<file path="src/rtl/multdiv_issue_ctrl.sv">
// Issue controller for the multi-cycle multiply/divide unit: accepts one operation,
// holds operands and enables steady, then returns the result or a timeout error.
module multdiv_issue_ctrl #(
  parameter int TIMEOUT_CYCLES = 40,
  parameter int CNT_W          = 6
) (
  input  logic             clk_i,
  input  logic             rst_i,
  input  logic             flush_i,
  input  logic             req_valid_i,
  output logic             req_ready_o,
  input  logic [1:0]       req_operator_i,
  input  logic [1:0]       req_signed_mode_i,
  input  logic [31:0]      req_op_a_i,
  input  logic [31:0]      req_op_b_i,
  output logic             mult_en_o,
  output logic             div_en_o,
  output logic [1:0]       operator_o,
  output logic [1:0]       signed_mode_o,
  output logic [31:0]      op_a_o,
  output logic [31:0]      op_b_o,
  input  logic             md_valid_i,
  input  logic [31:0]      md_result_i,
  output logic             rsp_valid_o,
  input  logic             rsp_ready_i,
  output logic [31:0]      rsp_data_o,
  output logic             rsp_err_o,
  output logic [CNT_W-1:0] busy_cycles_o
);

  typedef enum logic [1:0] {
    ST_IDLE = 2'd0,
    ST_BUSY = 2'd1,
    ST_RESP = 2'd2
  } state_t;

  localparam logic [CNT_W-1:0] CNT_MAX      = {CNT_W{1'b1}};
  localparam logic [CNT_W-1:0] TIMEOUT_LAST = CNT_W'(TIMEOUT_CYCLES - 1);

  state_t            state_r, state_s;
  logic [1:0]        operator_r, operator_s;
  logic [1:0]        signed_mode_r, signed_mode_s;
  logic [31:0]       op_a_r, op_a_s;
  logic [31:0]       op_b_r, op_b_s;
  logic [31:0]       rsp_data_r, rsp_data_s;
  logic              rsp_err_r, rsp_err_s;
  logic [CNT_W-1:0]  busy_r, busy_s;

  // Division by zero is answered locally: all-ones quotient, remainder equals dividend.
  function automatic logic [31:0] div_zero_result(input logic [1:0] op, input logic [31:0] a);
    if (op[0]) begin
      div_zero_result = a;
    end else begin
      div_zero_result = 32'hFFFF_FFFF;
    end
  endfunction

  // Next-state and next-value logic for the control FSM and its datapath registers.
  always_comb begin
    state_s       = state_r;
    operator_s    = operator_r;
    signed_mode_s = signed_mode_r;
    op_a_s        = op_a_r;
    op_b_s        = op_b_r;
    rsp_data_s    = rsp_data_r;
    rsp_err_s     = rsp_err_r;
    busy_s        = busy_r;

    if (flush_i) begin
      state_s = ST_IDLE;
    end else begin
      case (state_r)
        ST_IDLE: begin
          if (req_valid_i) begin
            operator_s    = req_operator_i;
            signed_mode_s = req_signed_mode_i;
            op_a_s        = req_op_a_i;
            op_b_s        = req_op_b_i;
            busy_s        = {CNT_W{1'b0}};
            if (req_operator_i[1] && (req_op_b_i == 32'd0)) begin
              rsp_data_s = div_zero_result(req_operator_i, req_op_a_i);
              rsp_err_s  = 1'b0;
              state_s    = ST_RESP;
            end else begin
              state_s = ST_BUSY;
            end
          end else begin
            state_s = ST_IDLE;
          end
        end
        ST_BUSY: begin
          if (busy_r != CNT_MAX) begin
            busy_s = busy_r + {{(CNT_W-1){1'b0}}, 1'b1};
          end else begin
            busy_s = busy_r;
          end
          if (md_valid_i) begin
            rsp_data_s = md_result_i;
            rsp_err_s  = 1'b0;
            state_s    = ST_RESP;
          end else if (busy_r == TIMEOUT_LAST) begin
            rsp_data_s = 32'd0;
            rsp_err_s  = 1'b1;
            state_s    = ST_RESP;
          end else begin
            state_s = ST_BUSY;
          end
        end
        ST_RESP: begin
          if (rsp_ready_i) begin
            state_s = ST_IDLE;
          end else begin
            state_s = ST_RESP;
          end
        end
        default: begin
          state_s = ST_IDLE;
        end
      endcase
    end
  end

  // State and datapath registers with synchronous reset.
  always_ff @(posedge clk_i) begin
    if (rst_i) begin
      state_r       <= ST_IDLE;
      operator_r    <= 2'd0;
      signed_mode_r <= 2'd0;
      op_a_r        <= 32'd0;
      op_b_r        <= 32'd0;
      rsp_data_r    <= 32'd0;
      rsp_err_r     <= 1'b0;
      busy_r        <= {CNT_W{1'b0}};
    end else begin
      state_r       <= state_s;
      operator_r    <= operator_s;
      signed_mode_r <= signed_mode_s;
      op_a_r        <= op_a_s;
      op_b_r        <= op_b_s;
      rsp_data_r    <= rsp_data_s;
      rsp_err_r     <= rsp_err_s;
      busy_r        <= busy_s;
    end
  end

  assign req_ready_o   = (state_r == ST_IDLE);
  assign rsp_valid_o   = (state_r == ST_RESP);
  assign mult_en_o     = (state_r == ST_BUSY) & ~operator_r[1];
  assign div_en_o      = (state_r == ST_BUSY) &  operator_r[1];
  assign operator_o    = operator_r;
  assign signed_mode_o = signed_mode_r;
  assign op_a_o        = op_a_r;
  assign op_b_o        = op_b_r;
  assign rsp_data_o    = rsp_data_r;
  assign rsp_err_o     = rsp_err_r;
  assign busy_cycles_o = busy_r;

endmodule

</file>
<file path="config.mk">
export PLATFORM = sky130hd
export DESIGN_NAME = multdiv_issue_ctrl
export DESIGN_NICKNAME = d
export VERILOG_FILES = /design/src/rtl/multdiv_issue_ctrl.sv
export SDC_FILE = /design/constraint.sdc
export NUM_CORES = 1
export LEC_CHECK = 0
export CORE_UTILIZATION = 30
export CTS_BUF_LIST = sky130_fd_sc_hd__clkbuf_8
export DETAILED_ROUTE_END_ITERATION = 16
export HOLD_SLACK_MARGIN = 0.02
export PLACE_DENSITY = 0.69
export SLEW_MARGIN = 40
export SYNTH_ARGS = -nofsm -noshare
export SYNTH_HDL_FRONTEND = slang
export SYNTH_SLANG_ARGS = --single-unit
export TNS_END_PERCENT = 10
</file>
<file path="constraint.sdc">
create_clock -name clk_i -period 2.65 [get_ports clk_i]
set_input_delay 0.53 -clock clk_i [delete_from_list [all_inputs] [get_ports clk_i]]
set_output_delay 0.53 -clock clk_i [all_outputs]
set_load 0.02 [all_outputs]
</file>
==> flow_summary.toml, run 1 <==
[synth]
ys_types = 35
synth-main-ff-cell = "dfxtp_1"
ys.warnings.count = 0
syn_avg_cell_area_um2 = 8.17
netlist_area_um2 = 4790
synth_nets = 694
ys_seq_elements = 109
ys_seq_area_frac = 0.455
synth-edff-count = 0
ys_async_sr_fraction = 0
synthCells = 587

[sta]
setup_viol = 0
setup_slack_ns = 0.275
fin_setup_tns_ns = 0
slew_violations = 0
rsz0062_at_grt = "false"
layout_min_cycle_time_ns = 2.37
skew_ns = 0.0169
report.final.hold_viol_count = 0
fmax_mhz = 421
period_share = 0.896
slew_headroom = 0.600
tightest_slew_ns = 0.599

[critical_path]
start_kind = "register"
critPathCaptureType = "output pin"
worstPathRequired_ns = 2.12
crit_type = "register to output pin"
critPathArrivalTime_ns = 1.84
path_max_fanout = 7

[floorplanning]
fp-row-count = 45
io_pins = 217
die_h_um = 128
start_util = 0.312
die_w_um = 128
dieArea_um2 = 16500
coreArea_um2 = 15400

[placed_design]
gp_congestion = 0.817
post-place-ws_ns = 0.177
port_buffers = 216
post-dp-hpwl_um = 10800

[routing]
drc_errors = 0
wl_per_cell_um = 15.2
routed_wl_um = 15100
vias = 4671
first_pass_iters = 4
drt_iter0_drc = 166
viasPerCell = 4.68
ant_nets = 0

[clock_tree]
hold_buffers = 0
postCtsSetupBuffers = 0
cts.repair.resized = 0
tritoncts = "built"
htree_levels = 3
clk_path_buf_depth = 2
numClockSinks = 109
cts-root-buf = "clkbuf_8"
clk_latency_ns = 0.38
cts.clk_slew.worst_paths_ns = 0.10
numCtsBuffers = 9

[cells_and_area]
layout_common_cells = "clkdlybuf4s50_1, nand2_1, dfxtp_1, a21oi_1, inv_1"
nFillCells = 1554
drive_gt1_frac = 0.0496
final_nets = 889
syn2layout_area_growth_pct = 54.1
layout_commonest_cell = "clkdlybuf4s50_1"
n_antenna_cell = 0

[pwr]
irDropWorstVdd_mv = 0.288
power.density_nw_per_um2 = 473
power_leakage_uw = 0.00289

[grt]
grt_pass1_vias = 4391
grt_pass1_wl_um = 23100
antenna_found_initial = 0
grt-ovfl-total = 0
grtUsageTotal = 0.182
grt_max_degree = 62

[worst_hold_path]
hold_path.class = "register to register"

[status]
status = "completed"

[job]
cap_viol_max_count = 0
final cells by class:
cell class	count	area (um2)	share of cell area
Clock buffer	11	151	0.0205
Timing Repair Buffer	233	2350	0.318
Inverter	34	128	0.0173
Tap cell	211	264	0.0357
Sequential cell	109	2180	0.295
Clock inverter	5	58.8	0.00796
Multi-Input combinational cell	395	2250	0.305
sequential cells by signal, indices dropped and copies added, names as in the netlist:
signal         flops
operator_o         2
signed_mode_o      2
busy_cycles_o      6
state_r            2
op_b_o            32
op_a_o            32
rsp_err_o          1
rsp_data_o        32
worst max-delay path, stage by stage (launching register included):
cell,delay [ns]
dfxtp_1,0.51
nand2b_2,0.12
nor2_1,0.19
clkdlybuf4s50_1,0.65
stage by stage:
| stage | cell area [um2] | power (uW) | cells | hold slack [ns] | util |
|---|---|---|---|---|---|
| global route | 7390 | 3660 | 998 | 0.477 | 0.481 |
| global placement | 7180 | 2460 | 982 | 0.441 | 0.467 |
| finish | 7390 | 3490 | 998 | 0.455 | 0.481 |
| floorplan | 4790 | 2080 | 587 | 0.533 | - |
| CTS | 7390 | 3550 | 998 | 0.459 | 0.481 |
| detailed placement | 7180 | 2460 | 982 | 0.446 | 0.467 |
metal layers:
| layer | GRT usage | wire length (um) | up-vias |
|---|---|---|---|
| met5 | 0 | 0 | - |
| met4 | 0.0616 | 204 | 0 |
| met3 | 0.0715 | 1620 | 13 |
| met2 | 0.297 | 6900 | 173 |
| met1 | 0.218 | 6430 | 2123 |
| li1 | - | - | 2362 |
logic make-up after synthesis:
group,share of synthesized area
simple gates,0.198
mux,0.0692
compound gates,0.191
flops,0.455
buf+inv,0.0770
xor+xnor,0.00731
fa+ha+maj,0.00261
worst paths after layout:
path,startpoint,end,slack (ns),cells after the start
worst max-delay path,state_r[0]$_SDFF_PP0_,div_en_o,0.28,3
worst min-delay path,op_a_o[12]$_SDFFE_PP0P_,op_a_o[12]$_SDFFE_PP0P_,0.46,2
worst max register to register,state_r[1]$_SDFF_PP0_,rsp_data_o[12]$_SDFFE_PP0P_,0.60,6
worst min register to register,op_a_o[12]$_SDFFE_PP0P_,op_a_o[12]$_SDFFE_PP0P_,0.46,2
cells in the mapped netlist, drive strengths merged, types with 4 or more instances:
| cell type | number | share of area |
|---|---|---|
| nor4 | 7 | 0.0091 |
| nand2 | 140 | 0.11 |
| xnor2 | 4 | 0.0073 |
| buf | 21 | 0.028 |
| inv | 34 | 0.027 |
| dfxtp | 109 | 0.46 |
| clkbuf | 28 | 0.022 |
| a21oi | 103 | 0.11 |
| nor3 | 4 | 0.0065 |
| nand3 | 4 | 0.0042 |
| nand2b | 34 | 0.044 |
| mux2i | 32 | 0.067 |
| nor2 | 16 | 0.013 |
| a311o | 32 | 0.067 |
power by group:
part	switching [uW]	total, uW	leakage (uW)	internal (uW)
logic	331	684	0.00191	354
registers	33.1	1730	0.000887	1700
clock network	588	1080	0.000102	489
total	951	3490	0.00289	2540
No activity file was read; power rests on OpenSTA's default activity.
==> run 2: changes to the inputs <==
Clock period 2.65 ns to 2.7 ns, I/O delays scaled along.
==> run 2 against run 1 <==
Effect of this change:
- sequential share of layout area up 0.075 points
- register-to-register slack better by 0.06 ns
- largest cell class unchanged
- die area unchanged
- combinational power down 2%
- global-route usage up 0.066 points
- highest routed layer unchanged
- via count down 1.2%
- clock power down 8%
- sequential power about the same
- critical path depth unchanged
- first-iteration DRC count up 22%
- setup slack better by 0.013 ns
- hold slack better by 0.0029 ns
==> flow_summary.toml, run 2 (same netlist as run 1, synthesis figures left out) <==
[cells_and_area]
n_antenna_cell = 0
layout_common_cells = "clkdlybuf4s50_1, nand2_1, dfxtp_1, a21oi_1, inv_1"
drive_gt1_frac = 0.0483
nFillCells = 1524
layout_commonest_cell = "clkdlybuf4s50_1"
final_nets = 889
final_cells = 998
syn2layout_area_growth_pct = 53.7
fin_area_um2 = 7370
multi_input_area_um2 = 2250
register_area_um2 = 2180

[pwr]
irDropWorstVdd_mv = 0.308
power_leakage_uw = 0.00289
power_uw = 3370
power.density_nw_per_um2 = 457

[floorplanning]
coreArea_um2 = 15400
start_util = 0.312
fp-row-count = 45
die_h_um = 128
dieArea_um2 = 16500
die_w_um = 128
io_pins = 217

[grt]
grt-ovfl-total = 0
grt_pass1_vias = 4361
grt_pass1_wl_um = 23100
antenna_found_initial = 0
grt_max_degree = 62
grtUsageTotal = 0.183

[critical_path]
crit_slowest_cell = "clkdlybuf4s50_1"
path_cells = "nand2b_2 > nor2_1 > clkdlybuf4s50_1"
max_stage_delay_ns = 0.66
path_max_fanout = 7
r2r-end = "rsp_data_o[12]$_SDFFE_PP0P_"
start_kind = "register"
crit_type = "register to output pin"
critPathBufInv = 1
critPathArrivalTime_ns = 1.87
critPathCaptureType = "output pin"
r2r_start = "state_r[1]$_SDFF_PP0_"
worstPathRequired_ns = 2.16
r2r_setup_slack_ns = 0.66
cpLargestDelayFamily = "buffers and inverters"
r2r_cells = 6

[routing]
first_pass_iters = 4
drc_errors = 0
routed_wl_um = 15100
drt_iter0_drc = 203
vias = 4613
ant_nets = 0
viasPerCell = 4.62
wl_per_cell_um = 15.2

[placed_design]
placedInstanceArea_um2 = 7180
post-dp-hpwl_um = 10800
dp.cells = 982
port_buffers = 216
gp_congestion = 0.818

[sta]
period_share = 0.893
tightest_slew_ns = 0.565
skew_ns = 0.0117
report.final.hold_viol_count = 0
layout_min_cycle_time_ns = 2.41
slew_violations = 0
rsz0062_at_grt = "false"
slew_headroom = 0.623
fin_setup_tns_ns = 0
setup_viol = 0
fmax_mhz = 415

[worst_hold_path]
hp-start = "op_a_o[2]$_SDFFE_PP0P_"
hold-path-endpoint = "op_a_o[2]$_SDFFE_PP0P_"
hold_path.class = "register to register"
hold-path-cell-count = 2

[clock_tree]
hold_buffers = 0
numCtsBuffers = 9
cts.clk_slew.worst_paths_ns = 0.10
clk_path_buf_depth = 2
cts-root-buf = "clkbuf_8"
numClockSinks = 109
tritoncts = "built"
htree_levels = 3
postCtsSetupBuffers = 0
cts.repair.resized = 0
clk_latency_ns = 0.37

[status]
status = "completed"

[job]
cap_viol_max_count = 0
-- run 2: routing by layer --
layer | routed length, um | track usage
met1 | 6500 | 0.222
met2 | 6860 | 0.297
met3 | 1580 | 0.0719
met4 | 177 | 0.0554
met5 | 0 | 0
-- run 2: layout make-up --
class                   count  area share
repair buffers            233       0.319
well taps                 211      0.0358
flip-flops and latches    109       0.296
clock buffers               9      0.0168
clock inverters             7     0.00917
multi-input cells         395       0.306
inverters                  34      0.0173
-- run 2: tightest hold or removal path, stage by stage, from the launching register on --
cell and delay (ns):
dfxtp_1 0.32, nand2_1 0.05, a21oi_1 0.05
-- run 2: worst max-delay path by stage --
stage / from / cells past startpoint / end / slack [ns]
after floorplan: req_op_b_i[6] / 5 / rsp_err_o$_SDFFE_PP0P_ / 0.91
after global placement: req_op_b_i[24] / 6 / rsp_err_o$_SDFFE_PP0P_ / 0.24
after detailed placement: req_op_b_i[24] / 7 / rsp_data_o[19]$_SDFFE_PP0P_ / 0.22
after CTS: state_r[0]$_SDFF_PP0_ / 3 / div_en_o / 0.24
after global routing: state_r[0]$_SDFF_PP0_ / 3 / div_en_o / 0.18
final: state_r[0]$_SDFF_PP0_ / 3 / div_en_o / 0.29
-- run 2: report_power, final --
group          switching, uW  total (uW)  internal [uW]
Sequential              32.8        1700           1670
Combinational            324         671            347
Clock                    569         994            425
Total                    926        3370           2440
-- run 2: per-stage QoR --
step                 util  setup slack [ns]  hold WS, ns
floorplan               -             0.915        0.533
finish              0.479             0.289        0.458
CTS                 0.479             0.244        0.460
global route        0.479             0.178        0.480
global placement    0.467             0.242        0.440
detailed placement  0.467             0.222        0.446
